**src/rtl/scrambler_pkg.sv**
```systemverilog
// scrambler_pkg: symbol constants and ordered-set inserter state type shared with the scrambler path
package scrambler_pkg;
  localparam logic [7:0] K28_5_COM = 8'hBC;
  localparam logic [7:0] K28_0_SKP = 8'h1C;
  localparam logic [7:0] IDLE_SYM  = 8'h00;
  typedef enum logic [1:0] {PASS, COM, SKP} skp_state_t;
endpackage

```
**src/rtl/skp_os_inserter.sv**
```systemverilog
// skp_os_inserter: feeds scrambler one symbol per clock, forwarding packets, padding with idle, inserting SKP ordered sets between packets
module skp_os_inserter
  import scrambler_pkg::*;
#(
  parameter int SKP_INTERVAL = 1180,
  parameter int SKP_LEN      = 3
) (
  input  logic       clk,
  input  logic       rst,
  input  logic       in_valid,
  output logic       in_ready,
  input  logic [7:0] in_data,
  input  logic       in_k,
  input  logic       in_dis_scr,
  input  logic       in_eop,
  output logic [7:0] out_data,
  output logic       out_k,
  output logic       out_dis_scrambler,
  output logic       skp_active
);
  localparam logic [15:0] LAST    = 16'(SKP_INTERVAL - 1);
  localparam logic [15:0] LAST_M1 = 16'(SKP_INTERVAL - 2);
  localparam logic [2:0]  SKP_FIN = 3'(SKP_LEN - 1);
  skp_state_t state;
  logic [15:0] cnt;
  logic [2:0]  skp_cnt;
  logic        skp_due, in_pkt, take;
  assign in_ready = (state == PASS) && !(skp_due && !in_pkt);
  assign take     = in_valid && in_ready;
  // state PASS is already entered while the last SKP is on the output, so a
  // beat accepted then follows the ordered set with no gap
  always_ff @(posedge clk) begin
    if (rst) begin
      state             <= PASS;
      cnt               <= '0;
      skp_cnt           <= '0;
      skp_due           <= 1'b0;
      in_pkt            <= 1'b0;
      out_data          <= IDLE_SYM;
      out_k             <= 1'b0;
      out_dis_scrambler <= 1'b0;
      skp_active        <= 1'b0;
    end else begin
      case (state)
        PASS: begin
          if (skp_due && !in_pkt) begin
            state             <= COM;
            cnt               <= '0;
            skp_due           <= 1'b0;
            out_data          <= K28_5_COM;
            out_k             <= 1'b1;
            out_dis_scrambler <= 1'b0;
            skp_active        <= 1'b1;
          end else begin
            out_data          <= take ? in_data : IDLE_SYM;
            out_k             <= take && in_k;
            out_dis_scrambler <= take && in_dis_scr;
            skp_active        <= 1'b0;
            in_pkt            <= take ? !in_eop : in_pkt;
            cnt               <= (cnt == LAST) ? cnt : cnt + 16'd1;
            skp_due           <= skp_due || (cnt == LAST_M1);
          end
        end
        COM: begin
          state             <= (SKP_LEN == 1) ? PASS : SKP;
          skp_cnt           <= 3'd1;
          out_data          <= K28_0_SKP;
          out_k             <= 1'b1;
          out_dis_scrambler <= 1'b0;
          skp_active        <= 1'b1;
        end
        SKP: begin
          state             <= (skp_cnt == SKP_FIN) ? PASS : SKP;
          skp_cnt           <= skp_cnt + 3'd1;
          out_data          <= K28_0_SKP;
          out_k             <= 1'b1;
          out_dis_scrambler <= 1'b0;
          skp_active        <= 1'b1;
        end
        default: state <= PASS;
      endcase
    end
  end
endmodule

```
**config.mk**
```make
export PLATFORM = sky130hd
export DESIGN_NAME = skp_os_inserter
export DESIGN_NICKNAME = d
export VERILOG_FILES = /design/src/rtl/scrambler_pkg.sv /design/src/rtl/skp_os_inserter.sv
export SDC_FILE = /design/constraint.sdc
export NUM_CORES = 1
export LEC_CHECK = 0
export ABC_AREA = 1
export BUFFER_PORTS_ARGS = -buffer_cell sky130_fd_sc_hd__clkbuf_2
export CAP_MARGIN = 20
export CORE_MARGIN = 4
export CORE_UTILIZATION = 29
export CTS_CLUSTER_SIZE = 12
export DETAILED_ROUTE_END_ITERATION = 7
export GPL_TIMING_DRIVEN = 1
export HOLD_SLACK_MARGIN = 0.12
export MAX_ROUTING_LAYER = met4
export SYNTH_ARGS = -nofsm -noshare
export SYNTH_HDL_FRONTEND = slang
export SYNTH_SLANG_ARGS = --single-unit
```
**constraint.sdc**
```tcl
create_clock -name clk -period 1.6 [get_ports clk]
set_input_delay 0.32 -clock clk [delete_from_list [all_inputs] [get_ports clk]]
set_output_delay 0.32 -clock clk [all_outputs]
set_load 0.005 [all_outputs]
```
==> results.md, run 1 <==
- Dpl hpwl: approximately 3400 um
- Clock power share: between 20% and 30%
- DRC Markers: 0
- Sw Pwr: between 1000 and 1500 uW
- Synth area leader: dfxtp_1
- Chip Width: 89.38 um
- GR Util met3: 3.041%
- Share of cells above drive strength 1: roughly 19%
- I/O pins: 26
- Part of the power in registers: around two fifths
- Initial antenna violation count: 0
- DP Cell Count: between 300 and 400
- Met2 usage: between 20% and 30%
- Net Sw Frac: a little over a third
- Initial DRC count: 56
- CP Capture Type: output pin
- Die H: between 80 and 90 um
- Outcome: completed
- Largest net degree at the start of global routing: 20
- RSZ-0062 raised after global routing: yes
- PortBufs: 25
- Remaining Overflow, GRT: 0
- Gr usage total: roughly an eighth
- Pwr/cell area: 1351 nW/um^2
- Initial Util: a little under a third
- Reg clk slew, reported paths: 0.07 ns
- First-pass GRT wire length: between 8000 and 9000 um
- Syn avg cell area: 6.600 um^2
- CP startpoint kind: register
- Critical Path AT: 1.23 ns
- Final clock skew: between 0.004 and 0.005 ns
- Netlist cell types: 29
- Reg2Reg Depth: 9
- Post-Syn Area: 1921 um^2
- Final Util: 36.60%
- Register area share after synthesis: a little over a third
- Vias in the first global route: ~1900
- Crit Path Max Fanout: 4
- Synth Instances: ~290
- Diodes inserted: 0
- CTS tree: done
- Worst skew pair latency: between 0.2 and 0.3 ns
- Part of the power in combinational logic: between 30% and 40%
- Post-Layout Cell Count: 405
- WL per Instance: ~12 um
- Max Freq: 646.9 MHz
- Htree depth: 2
- Core box area: 6386 um^2
- CTS Sinks: 34
- Power Internal: 2009 uW
- Warnings, synthesis: 0
- Mapped Nets: approximately 310
- WHS: about 0.22 ns
- Most common cell after layout, fill and taps aside: nand2_1
- CP Class: reg2out
- Final Cycle Share: between 90% and 100%
- Share of the synthesized area in the top cell type: between 30% and 40%
- Most frequent cells in the layout: nand2_1, nor2_1, inv_1
- Die area: between 7000 and 8000 um^2
- Hold crit path type: in2reg
- Worst slew pin tran: about 0.42 ns
- Via count: 1886
- VDD IR max: between 0.0006 and 0.0007 V
- Clk buf depth: 2
- Total negative slack: 0 ns
- Slew headroom: a little under three quarters
- GPL Wtd Cong: 0.8996
- Final min period: between 1.5 and 2 ns
- Vias per inst: ~4.7
- Top Usage Layer GRT: met2
- Clock root cell: clkbuf_8
- Fin. max-slew vios: 0
- Top post-synthesis cells by area: dfxtp_1, nand2_1, nor2_1, inv_1, nand3_1
- # setup viols final: 0
- Fin nets: 350
- Static Leak: around 0.0010 uW
- Number of synthesized register bits: 34
- Post-CTS Hold Buffers: 0
- Final ANT Viol Nets: 0
- Total of max-cap violations: 0
- Final Hold Viols: 0
- Cell Rows: 29
- 1st-pass router iterations: 4
- CTS buffer count: 5
- Final WL: about 4700 um
- Area delta synth->final: 21.69%
- Required time of the critical path: roughly 1.3 ns
- M1 GR Usage: between 10% and 20%
- Hold Path Stages: 2
==> synth_stat cells, drive strengths merged <==
| cell type | n |
|---|---|
| a31oi | 8 |
| a21oi | 17 |
| nand2 | 73 |
| xor2 | 1 |
| o21ai | 14 |
| nor3 | 2 |
| clkbuf | 5 |
| a211oi | 1 |
| o21a | 1 |
| dfxtp | 34 |
| xnor2 | 1 |
| buf | 4 |
| nand4 | 3 |
| ha | 8 |
| a22oi | 4 |
| nor2b | 1 |
| inv | 39 |
| nand3 | 25 |
| nor2 | 48 |
| nand3b | 2 |
==> state kept, by name (all words and copies together) (netlist names) <==
register,flops
skp_due,1
out_data,8
skp_cnt,3
out_dis_scrambler,1
in_pkt,1
out_k,1
state,2
skp_active,1
cnt,16
==> area by class of cell <==
class | instances | area, um^2
well taps | 77 | 96.34
repair buffers | 39 | 230.2
multi-input cells | 209 | 1071
inverters | 39 | 146.4
fillers | 704 | 4049
clock inverters | 1 | 30.03
clock buffers | 6 | 82.58
flip-flops and latches | 34 | 680.7
==> logic make-up (layout without fill, tap and decap cells) <==
family | Yosys count | in the layout | share of synthesized area [%]
AOI/OAI and AO/OA | 45 | 45 | 13.23
xor gates and xnor gates | 2 | 2 | 0.9122
adders and majority gates | 8 | 8 | 5.212
buffers and inverters | 48 | 85 | 10.42
DFF | 34 | 34 | 35.44
and+or+nand+nor | 154 | 154 | 34.79
==> power by group through the flow <==
stage	Combinational (uW)	Clock, uW	Sequential [uW]
2_1_floorplan	807	0	1180
3_3_place_gp	1070	0	1220
3_5_place_dp	1080	0	1220
4_1_cts	1110	841	1200
5_1_grt	1320	874	1230
6_report	1140	808	1210
==> routing by layer <==
layer  vias to the layer above  share of wire [%]  wire, um
met5                         -                  0         0
met4                         0                1.1        53
met3                         9                3.9       183
met2                        41                 45      2082
met1                       831                 50      2357
li1                       1005                  -         -
==> metrics by stage <==
| step | instance area [um^2] | setup slack, ns | total power, uW |
|---|---|---|---|
| 3_3_place_gp | 2178 | 0.04266 | 2284 |
| 2_1_floorplan | 1921 | 0.1352 | 1987 |
| 4_1_cts | 2308 | 0.009228 | 3157 |
| 3_5_place_dp | 2178 | 0.04832 | 2295 |
| 6_report | 2337 | 0.05419 | 3157 |
| 5_1_grt | 2337 | -0.01174 | 3423 |
==> what timing repair did <==
action / 4_1_cts / 5_1_grt
cloned: 0 / 0
endpoints found under the setup margin: 1 / 13
pin swaps: 1 / 0
buffers inserted: 2 / 0
gates resized for setup: 2 / 8
==> worst max-delay path, stage by stage, from the launching register on <==
cell	delay, ns
dfxtp_1	0.38
inv_1	0.09
ha_1	0.22
inv_2	0.10
nor2_8	0.04
clkbuf_2	0.11
==> path summary, 6_finish.rpt <==
path / slack [ns] / endpoint / startpoint
max reg2reg: 0.09 / in_pkt / state[1]
min reg2reg: 0.47 / skp_active / skp_active
min: 0.22 / in_pkt / in_eop
max: 0.05 / in_ready / state[1]
Note: power is estimated with default switching activity, not from simulation.
==> inputs of run 2 (changes only) <==
==> constraint.sdc (replaced) <==
create_clock -name clk -period 1.6 [get_ports clk]
set_input_delay 0.24 -clock clk [delete_from_list [all_inputs] [get_ports clk]]
set_output_delay 0.24 -clock clk [all_outputs]
set_load 0.005 [all_outputs]
==> results.md, run 2 (synthesis gave the netlist of run 1 again) <==
- Top delay family on crit path: flip-flops (unchanged)
- Final ANT Viol Nets: 0 (unchanged)
- Max FFs per register: 16 (unchanged)
- Clk buf depth: 2 (unchanged)
- Post-Layout Cell Count: 406 (was 405)
- WHS: 0.1809 ns (was 0.2234 ns)
- Initial antenna violation count: 0 (unchanged)
- DRC Markers: 0 (unchanged)
- Area delta synth->final: 21.82% (was 21.69%)
- Initial DRC count: 102 (was 56)
- Final Cycle Share: 95.24% (was 96.61%)
- Cell Rows: 29 (unchanged)
- Reg clk slew, reported paths: 0.07 ns (about the same)
- Critical Path Source: state[1] (unchanged)
- Largest regs: cnt x16, out_data x8, skp_cnt x3 (unchanged)
- Final min period: 1.524 ns (was 1.546 ns)
- Max Freq: 656.2 MHz (was 646.9 MHz)
- Core box area: 6386 um^2 (unchanged)
- Vias per inst: 4.690 (was 4.657)
- Reg2Reg Depth: 7 (was 9)
- Largest net degree at the start of global routing: 20 (unchanged)
- Outcome: completed (unchanged)
- Crit Reg-Reg Startpoint: cnt[1] (was state[1])
- Htree depth: 2 (unchanged)
- CP most frequent cell: inv_1
- Total of max-cap violations: 0 (unchanged)
- Vias in the first global route: 1856 (was 1859)
- Hold Path Origin: in_data[5] (was in_eop)
- Hold crit path type: in2reg (unchanged)
- Final Hold Viols: 0 (unchanged)
- R2r setup slk: 0.14 ns (was 0.09 ns)
- Most common cell after layout, fill and taps aside: nand2_1 (unchanged)
- Share of cells above drive strength 1: 19.15% (was 18.60%)
- Required time of the critical path: 1.36 ns (was 1.28 ns)
- Final WL: 4512 um (was 4676 um)
- Post-route cell area: 2340 um^2 (was 2337 um^2)
- WP depth: 5 (unchanged)
- I/O pins: 26 (unchanged)
- RSZ-0062 raised after global routing: no (was yes)
- CP startpoint kind: register (unchanged)
- CP Class: reg2out (unchanged)
- Worst path slowest cell: dfxtp_1 (unchanged)
- Worst slew pin tran: 0.4267 ns (was 0.4232 ns)
- Remaining Overflow, GRT: 0 (unchanged)
- Pwr/cell area: 1310 nW/um^2 (was 1351 nW/um^2)
- First-pass GRT wire length: 8155 um (was 8169 um)
- WL per Instance: 11.11 um (was 11.55 um)
- CTS Sinks: 34 (unchanged)
- 1st-pass router iterations: 4 (unchanged)
- Reg with most FFs: cnt (unchanged)
- CTS buffer count: 5 (unchanged)
- Slowest stage delay, CP: 0.34 ns (was 0.38 ns)
- Final clock skew: 0.003204 ns (was 0.004517 ns)
- # setup viols final: 0 (unchanged)
- Die area: 7989 um^2 (unchanged)
- Post-Place Cell Area: 2163 um^2 (was 2178 um^2)
- CP Capture Type: output pin (unchanged)
- PortBufs: 25 (unchanged)
- GPL Wtd Cong: 0.8986 (was 0.8996)
- Initial Util: 30.07% (unchanged)
- Chip Width: 89.38 um (unchanged)
- Critical Path AT: 1.28 ns (was 1.23 ns)
- Slew headroom: 71.52% (was 71.76%)
- Total negative slack: 0 ns (unchanged)
- DP Cell Count: 394 (was 396)
- VDD IR max: 0.0007723 V (was 0.0006016 V)
- Diodes inserted: 0 (unchanged)
- Dpl hpwl: 3303 um (was 3399 um)
- Via count: 1904 (was 1886)
- Crit Path Max Fanout: 9 (was 4)
- Die H: 89.38 um (unchanged)
- Fin nets: 350 (unchanged)
- Worst skew pair latency: 0.29 ns (was 0.28 ns)
- Critical path, cell by cell: inv_1 -> ha_1 -> inv_1 -> nor2_8 -> clkbuf_2 (was inv_1 -> ha_1 -> inv_2 -> nor2_8 -> clkbuf_2)
- Endpoint of the worst register-to-register path: cnt[0] (was in_pkt)
- Most frequent cells in the layout: nand2_1, nor2_1, inv_1 (unchanged)
- Crit path to: in_ready (unchanged)
- Fin. max-slew vios: 0 (unchanged)
- Gr usage total: 13.20% (was 13.25%)
- CTS tree: done (unchanged)
- Static Leak: 0.001037 uW (was 0.001041 uW)
- Clock root cell: clkbuf_8 (unchanged)
- WP buf/inv: 3 (unchanged)
## run 2: cell types whose count changed in the layout (fill, tap and decap cells not counted), moves of 2 or more
cell / change
buf_4: -2
dfxtp_1: -2
o21ai_0: -2
dfxtp_2: +2
o21ai_1: +2
## run 2: tightest hold or removal path, cell delays in order
cell and delay (ns):
clkbuf_2 0.08, nand2_1 0.05, a31oi_1 0.06
## run 2: power by group
group / switching [uW] / leakage [uW] / total (uW) / internal, uW
registers: 164 / 0.000278 / 1200 / 1040
logic: 671 / 0.000712 / 1180 / 513
clock network: 335 / 0.0000472 / 681 / 346
## run 2: area by class of cell
| class | count | area, um^2 |
|---|---|---|
| Fill cell | 706 | 4046 |
| Multi-Input combinational cell | 209 | 1074 |
| Sequential cell | 34 | 683.2 |
| Timing Repair Buffer | 39 | 245.2 |
| Inverter | 39 | 146.4 |
| Tap cell | 77 | 96.34 |
| Clock buffer | 6 | 82.58 |
| Clock inverter | 2 | 12.51 |
## run 2: per-stage QoR
step,setup WS [ns],utilization (%),power [uW]
final,0.07616,36.64,3065
after global routing,0.0009017,36.64,3338
after CTS,0.03131,35.52,2990
after detailed placement,0.08134,33.88,2294
after global placement,0.09470,33.88,2278
after floorplan,0.1352,-,1987
## run 2: routing by layer
metal  global-route usage, %  share of wire [%]
met3                   3.410                5.4
met1                   16.91                 49
met4                   4.195                1.1
met2                   20.29                 44
met5                       -                  0
## run 2: repair_timing
| item | CTS | global route |
|---|---|---|
| hold buffers | 1 | 0 |
| setup buffers | 0 | 3 |
| endpoints found under the setup margin | 1 | 14 |
| endpoints found under the hold margin | 1 | 0 |
| gates resized for setup | 1 | 13 |
| pin swaps | 0 | 2 |
## run 2: how the worst min path moves through the flow
stage / to / cells after the start
after floorplan: in_pkt / 1
after global placement: in_pkt / 2
after detailed placement: in_pkt / 2
after CTS: out_data[5] / 3
after global routing: out_data[5] / 3
final: out_data[5] / 3
